[src/rtl/write_buffer_arbiter.sv]
// Write-through buffer with read-priority arbitration onto a single-ported
// main memory.
//
// A DEPTH-entry FIFO absorbs write-through traffic from the cache
// controller. It drains to memory whenever no refill read is pending. A
// refill read whose address matches a buffered write, or a write accepted in
// the same cycle, forces that write to drain first so the read sees fresh
// data. At most one memory transaction is outstanding at a time.
//
// Ports
//   clk, reset        clock, asynchronous active-low reset
//   wr_req/addr/data  write-through request; wr_accept = pushed this cycle
//   rd_req/addr       refill read, held until rd_valid
//   rd_valid/rd_data  one-cycle read completion with registered data
//   mem_*             main-memory strobe/address/data, mem_ready completes
//   buf_empty, busy   FIFO empty / FSM not idle

// One buffer slot: stores {addr,data} and reports a match against the
// pending refill address.
module wba_entry #(
  parameter int AW = 10,
  parameter int DW = 32
) (
  input  logic          clk,
  input  logic          reset,
  input  logic          set,
  input  logic          clr,
  input  logic [AW-1:0] in_addr,
  input  logic [DW-1:0] in_data,
  input  logic [AW-1:0] cmp_addr,
  output logic [AW-1:0] addr,
  output logic [DW-1:0] data,
  output logic          hit
);
  logic valid;

  // set wins over clr: a full buffer pushing and popping the same slot
  // refills it with the new entry.
  always_ff @(posedge clk or negedge reset) begin
    if (!reset) begin
      valid <= 1'b0;
      addr  <= '0;
      data  <= '0;
    end else if (set) begin
      valid <= 1'b1;
      addr  <= in_addr;
      data  <= in_data;
    end else if (clr) begin
      valid <= 1'b0;
    end
  end

  assign hit = valid && (addr == cmp_addr);
endmodule

module write_buffer_arbiter #(
  parameter int DEPTH = 4,
  parameter int AW    = 10,
  parameter int DW    = 32
) (
  input  logic          clk,
  input  logic          reset,
  input  logic          wr_req,
  input  logic [AW-1:0] wr_addr,
  input  logic [DW-1:0] wr_data,
  output logic          wr_accept,
  input  logic          rd_req,
  input  logic [AW-1:0] rd_addr,
  output logic          rd_valid,
  output logic [DW-1:0] rd_data,
  output logic          mem_read,
  output logic          mem_write,
  output logic [AW-1:0] mem_addr,
  output logic [DW-1:0] mem_wdata,
  input  logic          mem_ready,
  input  logic [DW-1:0] mem_rdata,
  output logic          buf_empty,
  output logic          busy
);
  localparam int PW = $clog2(DEPTH);
  localparam int CW = $clog2(DEPTH + 1);

  typedef enum logic [1:0] {IDLE, READ, WRITE} state_t;

  state_t              state, state_nxt;
  logic [CW-1:0]       count;
  logic [PW-1:0]       wptr, rptr;
  logic [AW-1:0]       rd_addr_q;
  logic                push, pop, full, hazard, rd_go;
  logic [DEPTH-1:0]    e_hit;
  logic [DEPTH-1:0][AW-1:0] e_addr;
  logic [DEPTH-1:0][DW-1:0] e_data;

  genvar i;
  generate
    for (i = 0; i < DEPTH; i++) begin : g_ent
      wba_entry #(.AW(AW), .DW(DW)) u_ent (
        .clk      (clk),
        .reset    (reset),
        .set      (push && (wptr == PW'(i))),
        .clr      (pop && (rptr == PW'(i))),
        .in_addr  (wr_addr),
        .in_data  (wr_data),
        .cmp_addr (rd_addr),
        .addr     (e_addr[i]),
        .data     (e_data[i]),
        .hit      (e_hit[i])
      );
    end
  endgenerate

  assign pop  = (state == WRITE) && mem_ready;
  assign full = (count == CW'(DEPTH));
  // A pop in the same cycle frees the head slot, so a full buffer can still
  // accept. Gated by reset so nothing is acknowledged while held in reset.
  assign wr_accept = reset && wr_req && (!full || pop);
  assign push      = wr_accept;

  assign hazard = (|e_hit) || (push && (wr_addr == rd_addr));
  // rd_req is still high during the rd_valid cycle; masking it stops the
  // completed read from being reissued.
  assign rd_go  = rd_req && !rd_valid;

  always_ff @(posedge clk or negedge reset) begin
    if (!reset) begin
      state <= IDLE;
      count <= '0;
      wptr  <= '0;
      rptr  <= '0;
    end else begin
      state <= state_nxt;
      if (push) wptr <= wptr + PW'(1);
      if (pop)  rptr <= rptr + PW'(1);
      case ({push, pop})
        2'b10:   count <= count + CW'(1);
        2'b01:   count <= count - CW'(1);
        default: count <= count;
      endcase
    end
  end

  always_comb begin
    state_nxt = state;
    case (state)
      IDLE: begin
        if (rd_go && !hazard)    state_nxt = READ;
        else if (rd_go)          state_nxt = WRITE;
        else if (count != '0)    state_nxt = WRITE;
      end
      READ:    if (mem_ready) state_nxt = IDLE;
      WRITE:   if (mem_ready) state_nxt = IDLE;
      default: state_nxt = IDLE;
    endcase
  end

  always_ff @(posedge clk or negedge reset) begin
    if (!reset) begin
      rd_addr_q <= '0;
      rd_valid  <= 1'b0;
      rd_data   <= '0;
    end else begin
      if (state == IDLE && state_nxt == READ) rd_addr_q <= rd_addr;
      rd_valid <= (state == READ) && mem_ready;
      if ((state == READ) && mem_ready) rd_data <= mem_rdata;
    end
  end

  // Strobes decode straight from state: both low in IDLE, mutually
  // exclusive, and held for the whole transaction. The WRITE head is stable
  // because it only pops on the completing edge.
  always_comb begin
    mem_read  = (state == READ);
    mem_write = (state == WRITE);
    mem_addr  = '0;
    mem_wdata = '0;
    if (state == READ) mem_addr = rd_addr_q;
    if (state == WRITE) begin
      mem_addr  = e_addr[rptr];
      mem_wdata = e_data[rptr];
    end
  end

  assign buf_empty = (count == '0);
  assign busy      = (state != IDLE);
endmodule
[config.mk]
export PLATFORM = sky130hd
export DESIGN_NAME = write_buffer_arbiter
export DESIGN_NICKNAME = d
export VERILOG_FILES = /design/src/rtl/write_buffer_arbiter.sv
export SDC_FILE = /design/constraint.sdc
export NUM_CORES = 1
export LEC_CHECK = 0
export BUFFER_PORTS_ARGS = -buffer_cell sky130_fd_sc_hd__buf_2
export CAP_MARGIN = 10
export CORE_AREA = 3 3 187 189
export CTS_CLUSTER_DIAMETER = 50
export CTS_CLUSTER_SIZE = 30
export DETAILED_ROUTE_END_ITERATION = 10
export DIE_AREA = 0 0 190 192
export PLACE_DENSITY = 0.55
export SLEW_MARGIN = 25
export SYNTH_ARGS = -nofsm -noshare
export SYNTH_HDL_FRONTEND = slang
export SYNTH_HIERARCHICAL = 1
export SYNTH_SLANG_ARGS = --single-unit
[constraint.sdc]
create_clock -name clk -period 2.05 [get_ports clk]
set_input_delay 0.3075 -clock clk [delete_from_list [all_inputs] [get_ports clk]]
set_output_delay 0.3075 -clock clk [all_outputs]
set_load 0.02 [all_outputs]
# Word-level counts from Yosys, hierarchy flattened
# Index checks and enable logic that the tools add are counted.
[word_totals]
regBits = 224
input_bits = 89
wordCells = 100
out_inout_bits = 80
[classes]
muxes = 21
n_eq_ne = 17
add_sub_neg = 4
n_reduce_logical = 38
order_cmp = 1
[op_table]
columns = ["operator", "count"]
rows = [
  ["$bmux 32 s2", 1],
  ["$mux 32", 2],
  ["$eq 10x10->1", 5],
  ["$mux 10", 3],
  ["$bmux 10 s2", 1],
  ["$logic_and 1x1->1", 20],
  ["$eq 2x2->1 const B", 6],
  ["$reduce_bool 2->1", 6],
  ["$eq 2x1->1 const B", 5],
  ["$mux 1", 8],
  ["$mux 2", 4],
  ["$logic_not 2->1", 3],
  ["$pmux 3 s2", 1],
  ["$add 2x1->2 const B", 2],
  ["$pmux 2 s2", 1],
  ["$reduce_or 4->1", 1],
  ["$add 3x1->3 const B", 1],
  ["$eq 3x3->1 const B", 1],
  ["$logic_not 1->1", 3],
  ["$logic_not 3->1", 1],
  ["$lt 2x3->1 const B", 1],
  ["$reduce_bool 3->1", 1],
  ["$sub 3x1->3 const B", 1],
  ["$logic_or 1x1->1", 2],
  ["$reduce_or 2->1", 1],
]

# Depth between registers and ports, before layout
[logic_depth]
depth_word = 12
mapped_depth = 11
mapped_depth_nobuf = 10

# Cells and area by module
# The synthesis kept the hierarchy.
[by_module_without_submodules]
columns = ["mod", "cells_each", "area_per_inst_um2", "seq_area_each_um2", "instances"]
rows = [
  ["wba_entry", 106, 1908.1, 1076.0, 4],
  ["write_buffer_arbiter", 329, 4016.4, 1301.2, 1],
]

# Least setup slack after synthesis
# OpenSTA, ideal clock, no wires.
[synth_timing]
kind = "register to register"
from = "reg state[0]"
to = "reg count[2]"
slack_ns = -0.302
setup_ns = 0.080
arrival_time_ns = 2.272
path_stages_with_launch = 12
period_less_slack_ns = 2.352
path_cell_list = "dfrtp_1 -> inv_1 -> ha_1 -> clkbuf_1 -> nand2_1 -> inv_1 -> ha_1 -> inv_1 -> fa_1 -> xor2_1 -> nor2_1 -> xnor2_1"
[synth_between]
elab_chain_cells = 6
[synth_rtl]
columns = ["element", "line_no", "text"]
rows = [
  ["start, declared", "85", "state_t state, state_nxt;"],
  ["start signal, assigned", "131", "state <= state_nxt;"],
  ["$eq 2x2->1 (*)", "-", ""],
  ["named net mem_write", "72", "output logic mem_write,"],
  ["$logic_and 1x1->1 (*)", "112", "assign pop = (state == WRITE) && mem_ready;"],
  ["named net pop", "89", "logic push, pop, full, hazard, rd_go;"],
  ["$logic_or 1x1->1", "116", "assign wr_accept = reset && wr_req && (!full || pop);"],
  ["$logic_and 1x1->1", "116", ""],
  ["$eq 2x1->1 or $eq 2x2->1 (tied branches)", "134", "case ({push, pop})"],
  ["$pmux 3 s2 or $reduce_bool 2->1 (tied branches)", "-", ""],
  ["end signal, assigned", "135", "2'b10: count <= count + CW'(1);"],
  ["end signal, assigned", "136", "2'b01: count <= count - CW'(1);"],
  ["end signal, assigned", "137", "default: count <= count;"],
  ["end, declared", "86", "logic [CW-1:0] count;"],
]
# The timed path passes the listed nets; every way through them passes the cells marked *.
# A chain may end at the register's enable or synchronous reset.

# Worst setup path after layout
[layout_timing]
from = "reg rptr[0]"
to = "out mem_addr[2]"
[layout_between]
elab_chain_cells = 3
[layout_rtl]
columns = ["element", "line_no", "text"]
rows = [
  ["start, declared", "87", "logic [PW-1:0] wptr, rptr;"],
  ["start signal, assigned", "133", "if (pop) rptr <= rptr + PW'(1);"],
  ["$bmux 10 s2", "178", "mem_addr = e_addr[rptr];"],
  ["$mux 10 (implied by the code)", "178", ""],
  ["$mux 10", "177", "if (state == WRITE) begin"],
  ["end, declared", "73", "output logic [AW-1:0] mem_addr,"],
]
# No other way between the ends. The select of a mux whose other input is x is not followed.

==> metrics <==
outcome=complete, but fails checks; failing checks=setup timing; CTS Buf Count=34; # DRC=0; most common cell in the synthesized netlist=dfrtp_1; ys async rst share=1.00; Setup WS post-layout=-0.382 ns; Crit-path slowest cell=dfrtp_4; Worst-Margin Slew=0.658 ns; switching fraction of total power=0.331; Via density=4.88; Placement Cell Area=13600 µm²; WL per Instance=21.0 µm; Crit Path Max Fanout=7; final worst-path cycle share=1.19; gr ovfl total=0; HP Start=mem_rdata[29]; multi-input logic area=5740 µm²; Synth warnings=6; Sink Count=224; P_leak=7.28 nW; DPL Wire Length=19.8 mm; r2r startpoint=state[1]$_DFF_PN0_; CTS tree=done; core area=33400 µm²; Synth-to-Final Area Change=39.1%; share of the synthesized area in the top cell type=0.481; fmax=411 MHz; clock root cell=clkbuf_16; row cnt=67; final wirelength=32.6 mm; Routed Antenna Nets=0; maximum VDD drop=0.780 mV; RSZ-0062 raised after global routing=true; io pins=169; GPL Wtd Cong=0.824; Int Power=17.8 mW; Max-cap violations=0; cell count after placement=1420; delay of the slowest critical-path stage=0.50 ns; CP endpoint kind=primary output; Iteration-0 DRC Markers=378; worst setup path start=rptr[0]$_DFFE_PN0P_; Clk Latency, worst-skew pair=0.52 ns; Mapped Cells=753; H-tree levels=2; sequential-to-total area share from yosys stat=0.481; Vert. Die Dim=192 µm; vias=7574; antenna violations before repair=4; post-synth top area cell=dfrtp_1; flops & latches, synth=224; Mapped Area=11600 µm²; final hold violations=0; Tightest Hold Check Type=input port to register; net switching power=8.78 mW; crit start category=register; Mapped Nets=856; layout cells sized above 1=0.606; Seq pwr share=0.305; final worst path period need=2.43 ns; # setup viols final=223; sequential cell area=5610 µm²; pin count of the biggest net entering global routing=116; vias in the first global route=8170; Initial Util=0.348; All-Layer GR Usage=0.175; ys flop type=dfrtp_1; Post-Layout Inst Area=16200 µm²; clock network fraction of design power=0.216; Placement Setup Slack=-0.131 ns; PwrDens=1640 nW/µm²; Worst-path clk slew=0.06 ns; fillers=2899; final hold slack=0.0286 ns; die area=36500 µm²; Critical Path AT=2.12 ns; most frequent cells after synthesis=dfrtp_1, mux2_4, xnor2_1, mux2_2, mux4_2; Slew Viols, Final=0; clk_skew=0.0295 ns; Comb power frac=0.479; Die Wd=190 µm; Layout Utilization=0.484; kind of critical path=register to primary output; DR pass1 iterations=5; Required @ worst endpoint=1.74 ns; Area contributors post-synth=dfrtp_1, mux2_4, mux4_2, mux2_2, xnor2_1; Post-Syn Area per Cell=15.5 µm²; Final Non-Filler Cells=1552; Synth cell types=45; nets@finish=1182; critical path, cell by cell=buf_12 > buf_12 > mux4_2 > a22o_1 > buf_2; CTS Buffer Depth=3; number of synthesized flops with an enable pin=0; first-pass GRT wire length=49.2 mm; IO Port Bufs=168; most frequent CP cell=buf_12; Max-slew headroom=0.561
-- layout by cell type (no fill, tap or decap), types with 11 or more instances in the layout --
cell and count:
buf_12 30, mux2_2 44, buf_16 11, xnor2_1 54, inv_1 14, nand4_1 11
buf_2 144, clkbuf_16 41, dfrtp_1 222, mux4_2 42, mux2_4 156, and2_1 19
and2_4 19, buf_4 71, dlygate4sd3_1 29, buf_6 38
-- power groups by stage --
stage	clock (mW)	sequential (mW)	combinational [mW]
2_1_floorplan	0	8.10	7.53
3_3_place_gp	0	8.19	11.0
3_5_place_dp	0	8.21	11.1
4_1_cts	5.90	8.10	12.6
5_1_grt	6.10	8.39	13.5
6_report	5.73	8.11	12.7
-- worst max-delay path, delay by kind of cell, from the launching register on --
kind                   cells  cell delay (ns)
buffers and inverters      3             0.46
multiplexers               1             0.42
AO/OA/AOI/OAI              1             0.21
flip-flops                 1             0.50
-- per-stage QoR --
step / setup TNS [ns] / power (mW)
global placement: -1.63 / 19.2
floorplan: -12.11 / 15.6
CTS: -35.39 / 26.6
finish: -37.34 / 26.5
detailed placement: -1.27 / 19.3
global route: -53.78 / 28.0
-- state kept, by name (all words and copies together), names as in the netlist --
name	flops
g_ent.u_ent/valid	4
g_ent.u_ent/data	128
rd_addr_q	10
rd_data	32
rptr	2
rd_valid	1
count	3
wptr	2
g_ent.u_ent/addr	40
state	2
-- cell families after synthesis --
| group | Yosys count | synth area share |
|---|---|---|
| xor gates and xnor gates | 55 | 0.0414 |
| DFF | 224 | 0.481 |
| and+or+nand+nor | 97 | 0.0492 |
| muxes | 242 | 0.325 |
| buffers and inverters | 62 | 0.0469 |
| AOI/OAI and AO/OA | 59 | 0.0408 |
| adders and majority gates | 14 | 0.0157 |
-- path summary, 6_finish.rpt --
kind,end,slack (ns),depth (start not counted)
setup / recovery,mem_addr[2],-0.38,5
hold / removal,rd_data[29]$_DFFE_PN0P_,0.03,2
setup reg to reg,g_ent[2].u_ent/addr[4]$_DFFE_PN0P_,-0.21,10
hold reg to reg,g_ent[3].u_ent/valid$_DFFE_PN0P_,0.48,1
max in group asynchronous,g_ent[2].u_ent/data[0]$_DFFE_PN0P_,0.50,4
min in group asynchronous,rd_data[18]$_DFFE_PN0P_,0.50,3
-- metal layers --
layer  vias up  part of all wire  track usage
met5         -           0.00074            0
met4         4             0.016       0.0449
met3        44             0.044       0.0360
met2       175              0.49        0.287
met1      3938              0.45        0.239
li1       3413                 -            -
-- cell type report --
cell class / count / share of cell area
Antenna cell: 1 / 0.000154
Inverter: 18 / 0.00463
Tap cell: 448 / 0.0346
Timing Repair Buffer: 333 / 0.190
Multi-Input combinational cell: 468 / 0.354
Clock buffer: 42 / 0.0582
Clock inverter: 18 / 0.0117
Sequential cell: 224 / 0.346
-- timing repair --
| action | 4_1_cts | 5_1_grt |
|---|---|---|
| setup buffers | 20 | 7 |
| pin swaps | 34 | 28 |
| gates resized for setup | 102 | 49 |
| hold endpoints to repair | 142 | 0 |
| setup endpoints to repair | 102 | 229 |
| hold buffers | 29 | 0 |
| gates cloned | 16 | 10 |
No activity file was read; power rests on OpenSTA's default activity.
